<file path="config.mk">
export PLATFORM = sky130hd
export DESIGN_NAME = addsub_pipe
export DESIGN_NICKNAME = d
export VERILOG_FILES = /design/src/rtl/addsub_pkg.sv /design/src/rtl/addsub_chunk.sv /design/src/rtl/addsub_pipe.sv
export SDC_FILE = /design/constraint.sdc
export NUM_CORES = 1
export LEC_CHECK = 0
export ABC_AREA = 1
export CORE_ASPECT_RATIO = 0.9
export CORE_MARGIN = 5
export CORE_UTILIZATION = 45
export CTS_CLUSTER_SIZE = 30
export DETAILED_ROUTE_END_ITERATION = 8
export GPL_TIMING_DRIVEN = 0
export HOLD_SLACK_MARGIN = 0.1
export PLACE_DENSITY = 0.66
export SETUP_SLACK_MARGIN = 0.15
export SLEW_MARGIN = 20
export SYNTH_ARGS = -nofsm -noshare
export SYNTH_HDL_FRONTEND = slang
export SYNTH_SLANG_ARGS = --single-unit
</file>
<file path="constraint.sdc">
create_clock -name clk -period 2.3 [get_ports clk]
set_clock_uncertainty 0.05 [all_clocks]
set_input_delay 0.575 -clock clk [delete_from_list [all_inputs] [get_ports clk]]
set_output_delay 0.575 -clock clk [all_outputs]
set_load 0.01 [all_outputs]
</file>
<file path="src/rtl/addsub_pkg.sv">
// Shared constants and helpers for the pipelined adder/subtractor.
package addsub_pkg;

    localparam logic MODE_ADD = 1'b0;
    localparam logic MODE_SUB = 1'b1;

    // Largest positive signed value of the given width; supports widths up to 64.
    function automatic logic [63:0] sat_max(input int width);
        return (64'd1 << (width - 1)) - 64'd1;
    endfunction

    function automatic logic [63:0] sat_min(input int width);
        return 64'd1 << (width - 1);
    endfunction

    function automatic int stage_count(input int width, input int chunk);
        return (chunk > 0) ? (width / chunk) : 1;
    endfunction

endpackage

</file>
<file path="src/rtl/addsub_chunk.sv">
// Combinational CHUNK-bit ripple slice; c_msb is the carry into the slice MSB.
module addsub_chunk #(
    parameter int CHUNK = 4
) (
    input  logic [CHUNK-1:0] a,
    input  logic [CHUNK-1:0] b,
    input  logic             cin,
    output logic [CHUNK-1:0] s,
    output logic             cout,
    output logic             c_msb
);

    logic [CHUNK:0] w_full;

    assign w_full = {1'b0, a} + {1'b0, b} + {{CHUNK{1'b0}}, cin};
    assign s      = w_full[CHUNK-1:0];
    assign cout   = w_full[CHUNK];
    // The sum bit is a^b^carry-in, so the carry into the MSB falls out of it.
    assign c_msb  = s[CHUNK-1] ^ a[CHUNK-1] ^ b[CHUNK-1];

endmodule

</file>
<file path="src/rtl/addsub_pipe.sv">
// Pipelined two's-complement adder/subtractor, one CHUNK-bit carry slice per stage,
// with valid/ready streaming, overflow/zero/carry flags and optional signed saturation.
module addsub_pipe
    import addsub_pkg::*;
#(
    parameter int WIDTH = 16,
    parameter int CHUNK = 4
) (
    input  logic             clk,
    input  logic             rst_n,
    input  logic             in_valid,
    output logic             in_ready,
    input  logic [WIDTH-1:0] a,
    input  logic [WIDTH-1:0] b,
    input  logic             mode,
    input  logic             sat,
    output logic             out_valid,
    input  logic             out_ready,
    output logic [WIDTH-1:0] sum,
    output logic             cout,
    output logic             ovf,
    output logic             zero
);

    localparam int STAGES = stage_count(WIDTH, CHUNK);
    localparam int LAST   = STAGES - 1;
    localparam logic [WIDTH-1:0] SAT_MAX = WIDTH'(sat_max(WIDTH));
    localparam logic [WIDTH-1:0] SAT_MIN = WIDTH'(sat_min(WIDTH));

    if ((CHUNK < 1) || (WIDTH < 2) || ((WIDTH % CHUNK) != 0)) begin : g_param_check
        $error("addsub_pipe: WIDTH must be >= 2 and an exact multiple of CHUNK >= 1");
    end

    // Stage k registers hold the beat after chunks 0..k are resolved; the last one drives the outputs.
    logic             r_v   [STAGES];
    logic             r_sat [STAGES];
    logic             r_c   [STAGES];
    logic [WIDTH-1:0] r_a   [STAGES];
    logic [WIDTH-1:0] r_b   [STAGES];
    logic [WIDTH-1:0] r_s   [STAGES];
    logic             r_cout;
    logic             r_ovf;
    logic             r_zero;

    logic             w_vin   [STAGES];
    logic             w_satin [STAGES];
    logic             w_cin   [STAGES];
    logic [WIDTH-1:0] w_ain   [STAGES];
    logic [WIDTH-1:0] w_bin   [STAGES];
    logic [WIDTH-1:0] w_sin   [STAGES];
    logic [WIDTH-1:0] w_snext [STAGES];
    logic [CHUNK-1:0] w_cs    [STAGES];
    logic             w_cout  [STAGES];
    logic             w_cmsb  [STAGES];

    logic             w_en;
    logic             w_ovf_fin;
    logic [WIDTH-1:0] w_sum_fin;

    assign w_en     = !(r_v[LAST] && !out_ready);
    assign in_ready = w_en;

    for (genvar k = 0; k < STAGES; k++) begin : g_stage
        localparam int LO = k * CHUNK;
        localparam logic [WIDTH-1:0] MASK = WIDTH'({CHUNK{1'b1}}) << LO;

        if (k == 0) begin : g_head
            assign w_vin[k]   = in_valid;
            assign w_satin[k] = sat;
            assign w_ain[k]   = a;
            assign w_bin[k]   = (mode == MODE_SUB) ? ~b : b;
            assign w_cin[k]   = (mode == MODE_SUB);
            assign w_sin[k]   = '0;
        end else begin : g_body
            assign w_vin[k]   = r_v[k-1];
            assign w_satin[k] = r_sat[k-1];
            assign w_ain[k]   = r_a[k-1];
            assign w_bin[k]   = r_b[k-1];
            assign w_cin[k]   = r_c[k-1];
            assign w_sin[k]   = r_s[k-1];
        end

        addsub_chunk #(.CHUNK(CHUNK)) u_chunk (
            .a     (w_ain[k][LO +: CHUNK]),
            .b     (w_bin[k][LO +: CHUNK]),
            .cin   (w_cin[k]),
            .s     (w_cs[k]),
            .cout  (w_cout[k]),
            .c_msb (w_cmsb[k])
        );

        assign w_snext[k] = (w_sin[k] & ~MASK) | (WIDTH'(w_cs[k]) << LO);
    end

    // Overflow is taken before clamping so it reports the true arithmetic condition.
    assign w_ovf_fin = w_cout[LAST] ^ w_cmsb[LAST];
    assign w_sum_fin = (w_satin[LAST] && w_ovf_fin)
                     ? (w_ain[LAST][WIDTH-1] ? SAT_MIN : SAT_MAX)
                     : w_snext[LAST];

    always_ff @(posedge clk or negedge rst_n) begin
        if (!rst_n) begin
            for (int k = 0; k < STAGES; k++) begin
                r_v[k]   <= 1'b0;
                r_sat[k] <= 1'b0;
                r_c[k]   <= 1'b0;
                r_a[k]   <= '0;
                r_b[k]   <= '0;
                r_s[k]   <= '0;
            end
            r_cout <= 1'b0;
            r_ovf  <= 1'b0;
            r_zero <= 1'b0;
        end else if (w_en) begin
            for (int k = 0; k < STAGES; k++) begin
                r_v[k]   <= w_vin[k];
                r_sat[k] <= w_satin[k];
                r_c[k]   <= w_cout[k];
                r_a[k]   <= w_ain[k];
                r_b[k]   <= w_bin[k];
                r_s[k]   <= (k == LAST) ? w_sum_fin : w_snext[k];
            end
            r_cout <= w_cout[LAST];
            r_ovf  <= w_ovf_fin;
            r_zero <= (w_sum_fin == '0);
        end
    end

    assign out_valid = r_v[LAST];
    assign sum       = r_s[LAST];
    assign cout      = r_cout;
    assign ovf       = r_ovf;
    assign zero      = r_zero;

endmodule

</file>
==> qor.csv, run 1 <==
stage,metric,value,unit
critical_path,critical path launch point,r_b[28]$_DFFE_PN0N_,
cts,clk root buf,clkbuf_16,
status,outcome,"complete, but fails checks",
critical_path,worst reg2reg path startpoint,r_b[28]$_DFFE_PN0N_,
floorplanning,Die ar.,12800,um2
synthesis,top cell type's share of synthesized area,52.8,%
global_routing,total track usage,17.2,%
final_layout,post-layout util,59.7,%
place,placed cells,722,
floorplanning,row cnt,35,
synthesis,#FFs+latches synth,101,
final_layout,ant diodes,0,
place,Placed Area,5550,um2
cts,clock sink count,101,
place,PortBufs,57,
synthesis,post-synthesis cell area,4790,um2
synthesis,"Seq/Total Area, Yosys",52.8,%
pwr,power per cell area,1490,nW/um2
sta,Final period util,100,%
sta,setup TNS,-0.00313,ns
synthesis,library cells used by synthesis,31,
cts,CTS tree,yes,
synthesis,"Primary FF master, synth",dfrtp_1,
synthesis,Post-Syn Instances,535,
critical_path,CP Capture Type,register,
synthesis,top post-synthesis cells by area,"dfrtp_1 53%, nand2_1 15%, o21ai_0 4.6%",
sta,relative slew slack,54.7,%
critical_path,worst-path fanout max,5,
status,failing checks,setup timing,
cts,clock slew seen by the registers of the worst setup and hold paths,0.07,ns
drt,1st-iter DRT viols,223,
synthesis,ys async rst share,100,%
synthesis,syn nets,592,
floorplanning,die height,108,um
sta,post-route minimum period,2.30,ns
critical_path,Critical Path AT,2.54,ns
global_routing,GR Overflow Total,0,
drt,drt first pass iters,4,
cts,clock latency on the worst-skew pair,0.35,ns
critical_path,crit start category,register,
drt,WL/cell,13.9,um
sta,Slew Limit Fails,0,
final_layout,share of cells above drive strength 1,18.2,%
sta,RSZ-0062 raised after global routing,yes,
cts,Longest Clk Path Bufs,2,
critical_path,Reg2Reg Depth,16,
floorplanning,die width,119,um
run,MaxCap Viol Count,0,
synthesis,average size of a mapped cell,8.95,um2
critical_path,Critical Path RT,2.53,ns
final_layout,Nets,679,
sta,Fin. Hold Viols,0,
drt,drt total wl,10500,um
sta,Max Freq,434,MHz
critical_path,crit path to,zero$_DFFE_PN0N_,
cts,CTS H-tree lvls,3,
cts,CTS Buf Count,9,
place,DP Worst Slack,-1.07,ns
drt,via count,3673,
floorplanning,Core Footprint,10300,um2
place,gp weighted congestion,0.797,
pwr,Tot Pwr,9.17,mW
final_layout,Non-Filler Instances,756,
place,HPWL after DPL,7450,um
sta,final hold slack,0.420,ns
hold_path,Hold Path Class,register to register,
sta,Finish-stage setup viols,1,
critical_path,RR Endpoint,zero$_DFFE_PN0N_,
pwr,maximum vdd ir drop,0.563,mV
global_routing,global-route wire length before repair,17800,um
global_routing,vias in the first global route,3699,
global_routing,largest net degree at the start of global routing,81,
final_layout,area of all placed cells without fillers,6170,um2
drt,drt drc,0,
pwr,Leak,2.98,nW
critical_path,R2R setup slack,-0.003,ns
synthesis,Synth warnings,0,
synthesis,"EDFF count, synth",0,
sta,worst-margin pin slew,0.679,ns
floorplanning,Ports,59,
floorplanning,Initial Util,46.3,%
drt,Via density,4.86,
drt,post-route ant nets,0,
synthesis,Synth area leader,dfrtp_1,
global_routing,initial antenna violation count,0,
critical_path,kind of critical path,register to register,
final_layout,area delta synth->final,29.0,%
sta,setup ws final,-0.00313,ns
sequential cells by signal, indices dropped and copies added, names as in the netlist:
| signal | count |
|---|---|
| r_a | 24 |
| r_b | 24 |
| r_s | 24 |
| sum | 16 |
| r_c | 3 |
| r_sat | 3 |
| r_v | 3 |
| cout | 1 |
| out_valid | 1 |
| ovf | 1 |
| zero | 1 |
layout by cell type (no fill, tap or decap), types with 2 or more instances in the layout:
| master | synthesis | layout |
|---|---|---|
| nand2_1 | 189 | 181 |
| dfrtp_1 | 101 | 101 |
| clkdlybuf4s50_1 | 0 | 54 |
| o21ai_0 | 44 | 44 |
| inv_1 | 35 | 32 |
| nor2_1 | 33 | 31 |
| buf_4 | 17 | 27 |
| a21oi_2 | 12 | 13 |
| xnor2_1 | 13 | 13 |
| clkbuf_1 | 14 | 12 |
| ha_1 | 12 | 12 |
| buf_6 | 2 | 9 |
| clkbuf_16 | 0 | 9 |
| buf_2 | 8 | 8 |
| nand2_2 | 3 | 8 |
| a21oi_1 | 9 | 6 |
| a31oi_1 | 5 | 5 |
| fa_1 | 7 | 5 |
| inv_2 | 1 | 4 |
| buf_8 | 0 | 4 |
| nand2_4 | 1 | 4 |
| nand3_2 | 2 | 4 |
| nand3_1 | 7 | 4 |
| xor2_1 | 3 | 3 |
| nor2_4 | 0 | 3 |
| or2_2 | 3 | 3 |
| a21oi_4 | 0 | 2 |
| nand3_4 | 1 | 2 |
| o31ai_1 | 2 | 2 |
| a22oi_1 | 2 | 2 |
| a211oi_1 | 2 | 2 |
| fa_2 | 0 | 2 |
| inv_6 | 0 | 2 |
| clkinv_4 | 0 | 2 |
final cells by class:
type | instances | area (um2)
fill | 918 | 4160
buffer | 41 | 279
multi-input combinational | 357 | 2020
clock buffer | 10 | 239
inverter | 36 | 135
tap | 129 | 161
timing repair buffer | 76 | 757
sequential | 101 | 2530
clock inverter | 6 | 53.8
report_power, final:
group	leakage (nW)	internal (mW)	total (mW)	switching [mW]
combinational	1.63	2.17	4.59	2.42
clock	0.142	0.783	1.48	0.695
sequential	1.21	2.58	3.10	0.527
total	2.98	5.53	9.17	3.64
what timing repair did:
item / in CTS / in global routing
gates resized for setup: 32 / 26
endpoints found under the setup margin: 72 / 18
setup buffers: 11 / 5
cloned: 1 / 0
pin swaps: 9 / 17
endpoints found under the hold margin: 21 / 0
hold buffers: 1 / 0
synth_stat cells, types with 2 or more instances:
cell type,count
buf_4,17
o41ai_1,2
a21oi_2,12
a21oi_1,9
fa_1,7
nand2_1,189
o21ai_0,44
ha_1,12
xor2_1,3
buf_2,8
a31oi_1,5
nor2_2,2
nand3_1,7
nand2_2,3
a22oi_1,2
o31ai_1,2
buf_6,2
clkbuf_1,14
a211oi_1,2
nor2_1,33
inv_1,35
xnor2_1,13
dfrtp_1,101
nand3_2,2
or2_2,3
worst max-delay path: stages (launching register included):
cell and delay [ns]:
dfrtp_1 0.40, fa_2 0.41, inv_2 0.06, fa_2 0.20, inv_2 0.05, nand3_4 0.08, nand2_4 0.06, nand2_2 0.07
nand2_2 0.06, nand2_2 0.09, nand3_4 0.11, buf_8 0.16, a21oi_2 0.12, nand2_1 0.06, nor2_1 0.10, nand2_1 0.07
nand2_1 0.07
kinds of logic (layout without fill, tap and decap cells):
family | count (synthesis) | in the layout | synth area share [%]
buffers and inverters | 77 | 169 | 7.90
adder cells (fa/ha/maj) | 19 | 19 | 6.07
XOR/XNOR | 16 | 16 | 2.93
AO/OA/AOI/OAI | 81 | 81 | 10.1
AND/OR/NAND/NOR | 241 | 241 | 20.2
flip-flops | 101 | 101 | 52.8
routing by layer:
metal	GRT usage, %	share of wire (%)	wire [um]
met2	27.6	46	4800
met3	3.63	7.4	777
met1	23.4	46	4790
met5	0	0	0
met4	5.62	1.4	142
worst min path at each step:
stage                    startpoint               endpoint  slack (ns)  cells past startpoint
2_1_floorplan                 rst_n       cout$_DFFE_PN0N_        0.23                      0
3_3_place_gp   r_sat[3]$_DFFE_PN0N_   r_sat[2]$_DFFE_PN0N_        0.40                      2
3_5_place_dp                  rst_n    r_a[60]$_DFFE_PN0N_        0.39                      1
4_1_cts          r_v[1]$_DFFE_PN0N_  out_valid$_DFFE_PN0N_        0.42                      2
5_1_grt          r_v[1]$_DFFE_PN0N_  out_valid$_DFFE_PN0N_        0.45                      2
6_report        r_a[58]$_DFFE_PN0N_    r_a[42]$_DFFE_PN0N_        0.42                      2
Note: power is estimated with default switching activity, not from simulation.
==> inputs of run 2 (changes only) <==
--- a/config.mk
+++ b/config.mk
@@ -9,6 +9,7 @@
 export CORE_ASPECT_RATIO = 0.9
 export CORE_MARGIN = 5
 export CORE_UTILIZATION = 45
+export CTS_BUF_LIST = sky130_fd_sc_hd__clkbuf_16
 export CTS_CLUSTER_SIZE = 30
 export DETAILED_ROUTE_END_ITERATION = 8
 export GPL_TIMING_DRIVEN = 0
==> qor.csv, run 2 (synthesis results as in run 1) <==
stage,metric,value,unit
final_layout,top flop regs,"r_a x24, r_b x24, r_s x24",
pwr,Tot Pwr,9.14,mW
place,PortBufs,57,
critical_path,crit start category,register,
pwr,Leak,2.98,nW
critical_path,Reg2Reg Depth,16,
floorplanning,die width,119,um
cts,CTS H-tree lvls,3,
sta,final hold slack,0.420,ns
pwr,Logic pwr share,50.3,%
sta,relative slew slack,55.3,%
critical_path,RR Endpoint,zero$_DFFE_PN0N_,
run,MaxCap Viol Count,0,
cts,clk root buf,clkbuf_16,
final_layout,share of cells above drive strength 1,18.0,%
final_layout,highest-count cells in the layout ignoring fill and taps,"181 x nand2_1, 101 x dfrtp_1, 54 x clkdlybuf4s50_1",
pwr,clock network fraction of design power,15.8,%
status,outcome,"complete, but fails checks",
cts,clock slew seen by the registers of the worst setup and hold paths,0.07,ns
final_layout,Nets,679,
floorplanning,Ports,59,
global_routing,vias in the first global route,3697,
cts,clock latency on the worst-skew pair,0.34,ns
critical_path,kind of critical path,register to register,
cts,CTS Buf Count,9,
drt,drt total wl,10500,um
floorplanning,Core Footprint,10300,um2
global_routing,total track usage,17.2,%
critical_path,Critical Path RT,2.53,ns
critical_path,CP peak stage delay,0.40,ns
global_routing,global-route wire length before repair,17800,um
hold_path,worst hold start,r_a[58]$_DFFE_PN0N_,
place,HPWL after DPL,7450,um
status,failing checks,setup timing,
cts,clock sink count,101,
critical_path,CP Capture Type,register,
critical_path,worst-path fanout max,5,
pwr,power per cell area,1480,nW/um2
global_routing,GR Overflow Total,0,
pwr,maximum vdd ir drop,0.565,mV
sta,setup ws final,-0.00266,ns
final_layout,"commonest non-fill, non-tap cell in the layout",nand2_1,
drt,Via density,4.84,
cts,CTS tree,yes,
pwr,Seq pwr share,33.9,%
sta,worst-margin pin slew,0.670,ns
global_routing,initial antenna violation count,0,
drt,WL/cell,13.9,um
floorplanning,die height,108,um
place,Placed Area,5550,um2
hold_path,Hold Path Class,register to register,
final_layout,area of all placed cells without fillers,6160,um2
floorplanning,Initial Util,46.3,%
critical_path,worst reg2reg path startpoint,r_b[28]$_DFFE_PN0N_,
floorplanning,Die ar.,12800,um2
place,gp weighted congestion,0.797,
drt,via count,3659,
final_layout,post-layout util,59.6,%
hold_path,Worst Hold Endpoint,r_a[42]$_DFFE_PN0N_,
critical_path,CP cell instances,"fa_2, inv_2, fa_2, inv_2, nand3_4, nand2_4, nand2_2, nand2_2, nand2_2, nand3_4, buf_8, a21oi_2, nand2_1, nor2_1, nand2_1, nand2_1",
sta,Finish-stage setup viols,1,
floorplanning,row cnt,35,
drt,drt drc,0,
pwr,Sw Share,39.9,%
sta,RSZ-0062 raised after global routing,yes,
cts,Longest Clk Path Bufs,2,
pwr,NetSw,3.65,mW
critical_path,Critical Path AT,2.53,ns
critical_path,R2R setup slack,-0.003,ns
sta,Final period util,100,%
hold_path,hold path cells,2,
final_layout,area delta synth->final,28.8,%
sta,post-route minimum period,2.30,ns
final_layout,ant diodes,0,
pwr,P_int,5.49,mW
drt,drt first pass iters,4,
sta,Slew Limit Fails,0,
global_routing,largest net degree at the start of global routing,81,
critical_path,Crit-path slowest cell,dfrtp_1,
drt,post-route ant nets,0,
drt,1st-iter DRT viols,217,
sta,Max Freq,434,MHz
critical_path,critical path launch point,r_b[28]$_DFFE_PN0N_,
sta,Fin. Hold Viols,0,
run 2: cell count changes in the layout (fill, tap and decap cells not counted):
| cell | before | now |
|---|---|---|
| clkinv_1 | 0 | 1 |
| clkbuf_8 | 1 | 0 |
run 2: what timing repair did:
action | CTS | global route
buffers inserted | 11 | 5
endpoints found under the hold margin | 21 | 0
gates resized for setup | 32 | 26
hold buffers | 1 | 0
endpoints found under the setup margin | 72 | 18
pin swaps | 9 | 17
cloned | 1 | 0
run 2: worst max path at each step:
| stage | end | slack (ns) | cells after the start |
|---|---|---|---|
| 3_5_place_dp | in_ready | -1.07 | 6 |
| 5_1_grt | zero$_DFFE_PN0N_ | -0.12 | 16 |
| 2_1_floorplan | zero$_DFFE_PN0N_ | 0.17 | 16 |
| 3_3_place_gp | sum[4]$_DFFE_PN0N_ | -3.05 | 1 |
| 4_1_cts | zero$_DFFE_PN0N_ | 0.03 | 16 |
| 6_report | zero$_DFFE_PN0N_ | -0.003 | 16 |
run 2: power by group through the flow:
stage                     clock, mW  sequential [mW]  combinational, mW
after CTS                      1.47             3.08               4.18
after global routing           1.54             3.21               5.14
after global placement            0             3.07               3.68
after floorplan                   0             2.96               2.71
final                          1.44             3.10               4.60
after detailed placement          0             3.09               3.80
run 2: cell type report:
| type | instances | area (um2) |
|---|---|---|
| tap | 129 | 161 |
| clock buffer | 9 | 225 |
| buffer | 41 | 279 |
| inverter | 36 | 135 |
| fill | 920 | 4170 |
| sequential | 101 | 2530 |
| clock inverter | 7 | 57.6 |
| timing repair buffer | 76 | 757 |
| multi-input combinational | 357 | 2020 |
run 2: metrics by stage:
stage	TNS [ns]	worst slack (ns)	std cells
after floorplan	0	0.172	535
after global placement	-331.29	-3.05	721
after detailed placement	-24.96	-1.07	722
after CTS	0	0.0333	751
after global routing	-0.610	-0.124	756
final	-0.00266	-0.00266	756
run 2: critical path: cells and delay by family (launching register included):
family	cells	cell delay (ns)
AND/OR/NAND/NOR	10	0.77
buffers and inverters	3	0.27
flip-flops	1	0.40
adder cells (fa/ha/maj)	2	0.60
AO/OA/AOI/OAI	1	0.12
run 2: layer usage:
layer	up-vias	track usage, %	share of wire (%)
li1	1849	-	-
met1	1708	23.5	47
met2	88	27.6	46
met3	14	3.63	4.9
met4	0	5.62	1.7
met5	-	0	0
==> inputs of run 3 (changes only) <==
--- a/config.mk
+++ b/config.mk
@@ -5,7 +5,6 @@
 export SDC_FILE = /design/constraint.sdc
 export NUM_CORES = 1
 export LEC_CHECK = 0
-export ABC_AREA = 1
 export CORE_ASPECT_RATIO = 0.9
 export CORE_MARGIN = 5
 export CORE_UTILIZATION = 45
@@ -14,7 +13,7 @@
 export DETAILED_ROUTE_END_ITERATION = 8
 export GPL_TIMING_DRIVEN = 0
 export HOLD_SLACK_MARGIN = 0.1
-export PLACE_DENSITY = 0.66
+export PLACE_DENSITY = 0.67
 export SETUP_SLACK_MARGIN = 0.15
 export SLEW_MARGIN = 20
 export SYNTH_ARGS = -nofsm -noshare
==> qor.csv, run 3 <==
stage,metric,value,unit
status,outcome,"complete, but fails checks",
status,failing checks,setup timing,
critical_path,Critical Path RT,2.48,ns
critical_path,CP peak stage delay,0.38,ns
synthesis,"count leader, synth",nand2_1,
synthesis,"Primary FF master, synth",dfrtp_1,
global_routing,total track usage,17.1,%
critical_path,R2R setup slack,-0.15,ns
critical_path,worst reg2reg path startpoint,r_a[28]$_DFFE_PN0N_,
drt,Via density,4.93,
critical_path,Reg2Reg Depth,10,
critical_path,worst-path fanout max,5,
synthesis,"EDFF count, synth",0,
floorplanning,Ports,59,
pwr,maximum vdd ir drop,0.936,mV
critical_path,crit-path leading delay family,adder cells,
global_routing,vias in the first global route,3650,
critical_path,cell repeated most along the worst path,fa_2,
hold_path,hold path cells,2,
global_routing,global-route wire length before repair,17400,um
synthesis,commonest cells in the netlist,"184 x nand2_1, 101 x dfrtp_1, 26 x o21ai_0",
cts,Longest Clk Path Bufs,2,
drt,via count,3429,
sta,RSZ-0062 raised after global routing,yes,
synthesis,syn nets,539,
synthesis,#FFs+latches synth,101,
synthesis,library cells used by synthesis,39,
floorplanning,Core Footprint,10200,um2
pwr,power per cell area,1550,nW/um2
cts,clock latency on the worst-skew pair,0.34,ns
critical_path,Critical Path AT,2.63,ns
final_layout,Non-Filler Instances,696,
synthesis,"Seq/Total Area, Yosys",53.6,%
final_layout,post-layout util,59.8,%
sta,Max Freq,408,MHz
place,placed cells,669,
sta,Slew Limit Fails,0,
sta,relative slew slack,56.6,%
drt,drt drc,0,
synthesis,average size of a mapped cell,9.79,um2
place,DP Worst Slack,-1.05,ns
synthesis,Synth warnings,0,
run,MaxCap Viol Count,0,
place,gp weighted congestion,0.803,
critical_path,RR Endpoint,sum[1]$_DFFE_PN0N_,
final_layout,share of cells above drive strength 1,16.2,%
critical_path,crit start category,register,
hold_path,worst hold start,r_v[3]$_DFFE_PN0N_,
critical_path,CP Buf/Inv Count,2,
sta,Final period util,107,%
cts,clock sink count,101,
synthesis,top cell type's share of synthesized area,53.6,%
place,HPWL after DPL,7390,um
synthesis,Synth area leader,dfrtp_1,
final_layout,Register Area,2530,um2
global_routing,largest net degree at the start of global routing,84,
final_layout,"commonest non-fill, non-tap cell in the layout",nand2_1,
cts,CTS Buf Count,9,
sta,setup ws final,-0.151,ns
hold_path,Worst Hold Endpoint,r_v[3]$_DFFE_PN0N_,
synthesis,top post-synthesis cells by area,"dfrtp_1 54%, nand2_1 15%, ha_1 3.2%",
critical_path,CP Capture Type,register,
sta,Fin. Hold Viols,0,
drt,1st-iter DRT viols,219,
critical_path,CP cell instances,"fa_2, inv_2, fa_2, nand2b_4, a21oi_4, xor2_4, xnor2_4, nand4_4, buf_6, o221a_4",
synthesis,post-synthesis adder-cell area fraction,6.15,%
cts,clock slew seen by the registers of the worst setup and hold paths,0.07,ns
global_routing,GR Overflow Total,0,
drt,drt total wl,10300,um
synthesis,Synth Area in Compound Gates,10.5,%
critical_path,Crit-path slowest cell,dfrtp_1,
floorplanning,die width,118,um
synthesis,largest family of logic cells by synthesized area,simple AND/OR/NAND/NOR gates,
pwr,Leak,2.91,nW
synthesis,Post-Syn Instances,482,
floorplanning,row cnt,35,
floorplanning,die height,107,um
place,PortBufs,57,
final_layout,highest-count cells in the layout ignoring fill and taps,"184 x nand2_1, 101 x dfrtp_1, 54 x clkdlybuf4s50_1",
hold_path,Hold Path Class,register to register,
floorplanning,Initial Util,46.1,%
synthesis,ys async rst share,100,%
final_layout,layout filler cell count,866,
cts,CTS tree,yes,
sta,worst-margin pin slew,0.651,ns
cts,CTS H-tree lvls,3,
final_layout,area delta synth->final,29.7,%
synthesis,post-synthesis cell area,4720,um2
drt,post-route ant nets,0,
drt,drt first pass iters,4,
global_routing,initial antenna violation count,0,
final_layout,area occupied by multi-input gates,2110,um2
final_layout,top flop regs,"r_a x24, r_b x24, r_s x24",
critical_path,kind of critical path,register to register,
cts,clk root buf,clkbuf_16,
synthesis,simple-gate share of the synthesized area,17.6,%
final_layout,ant diodes,0,
synthesis,mux contribution to synthesized area,0.451,%
sta,Finish-stage setup viols,17,
final_layout,Nets,619,
floorplanning,Die ar.,12600,um2
sta,post-route minimum period,2.45,ns
synthesis,XOR/XNOR Fraction of Synth Area,5.91,%
drt,WL/cell,14.8,um
[run 3: final cells by class]
type                            instances  area share [%]
Sequential cell                       101            41.3
Inverter                               12           0.736
Clock inverter                          7            1.19
Tap cell                              129            2.64
Clock buffer                            9            3.68
Timing Repair Buffer                   70            11.6
Multi-Input combinational cell        326            34.5
Buffer                                 42            4.39
[run 3: power breakdown]
group	switching, mW	internal, mW	leakage, nW
sequential	0.547	2.58	1.21
combinational	2.33	2.51	1.55
clock	0.662	0.847	0.144
[run 3: how the worst max path moves through the flow]
stage / start / to / slack (ns) / depth (start not counted)
after floorplan: r_c[1]$_DFFE_PN0N_ / sum[10]$_DFFE_PN0N_ / -0.05 / 10
after global placement: rst_n / r_v[2]$_DFFE_PN0N_ / -3.05 / 1
after detailed placement: out_ready / in_ready / -1.05 / 6
after CTS: r_a[28]$_DFFE_PN0N_ / sum[14]$_DFFE_PN0N_ / -0.17 / 9
after global routing: r_a[28]$_DFFE_PN0N_ / sum[1]$_DFFE_PN0N_ / -0.25 / 10
final: r_a[28]$_DFFE_PN0N_ / sum[1]$_DFFE_PN0N_ / -0.15 / 10
[run 3: worst register-to-register path, stage by stage (launching register included)]
cell,delay [ns]
dfrtp_1,0.38
fa_2,0.23
inv_2,0.04
fa_2,0.33
nand2b_4,0.15
a21oi_4,0.23
xor2_4,0.25
xnor2_4,0.20
nand4_4,0.18
buf_6,0.20
o221a_4,0.10
[run 3: metrics by stage]
stage	hold WS, ns	total power, mW	TNS (ns)	cell area, um2
final	0.417	9.48	-2.10	6120
after global routing	0.432	10.2	-3.79	6120
after CTS	0.421	9.41	-2.36	6080
after detailed placement	0.375	7.38	-31.60	5570
after global placement	0.399	7.22	-337.24	5540
after floorplan	0.229	6.12	-0.375	4810
[run 3: what timing repair did]
item	in CTS	in global routing
setup endpoints to repair	56	30
hold buffers	1	0
pin swaps	14	4
cloned	2	0
buffers inserted	6	3
gates resized for setup	35	11
endpoints found under the hold margin	18	0
[run 3: kinds of logic (layout without fill, tap and decap cells)]
kind of cell	after synthesis	after routing
AO/OA/AOI/OAI	68	68
AND/OR/NAND/NOR	209	209
adder cells (fa/ha/maj)	19	19
flip-flops	101	101
multiplexers	2	2
XOR/XNOR	28	28
buffers and inverters	55	140
[run 3: layer usage]
layer,global-route usage [%],wire [um],share of wire (%),up-vias
met1,21.7,4540,44,1640
li1,-,-,-,1710
met2,29.9,5160,50,68
met3,4.06,428,4.2,11
met5,0,0,0,-
met4,3.52,155,1.5,0
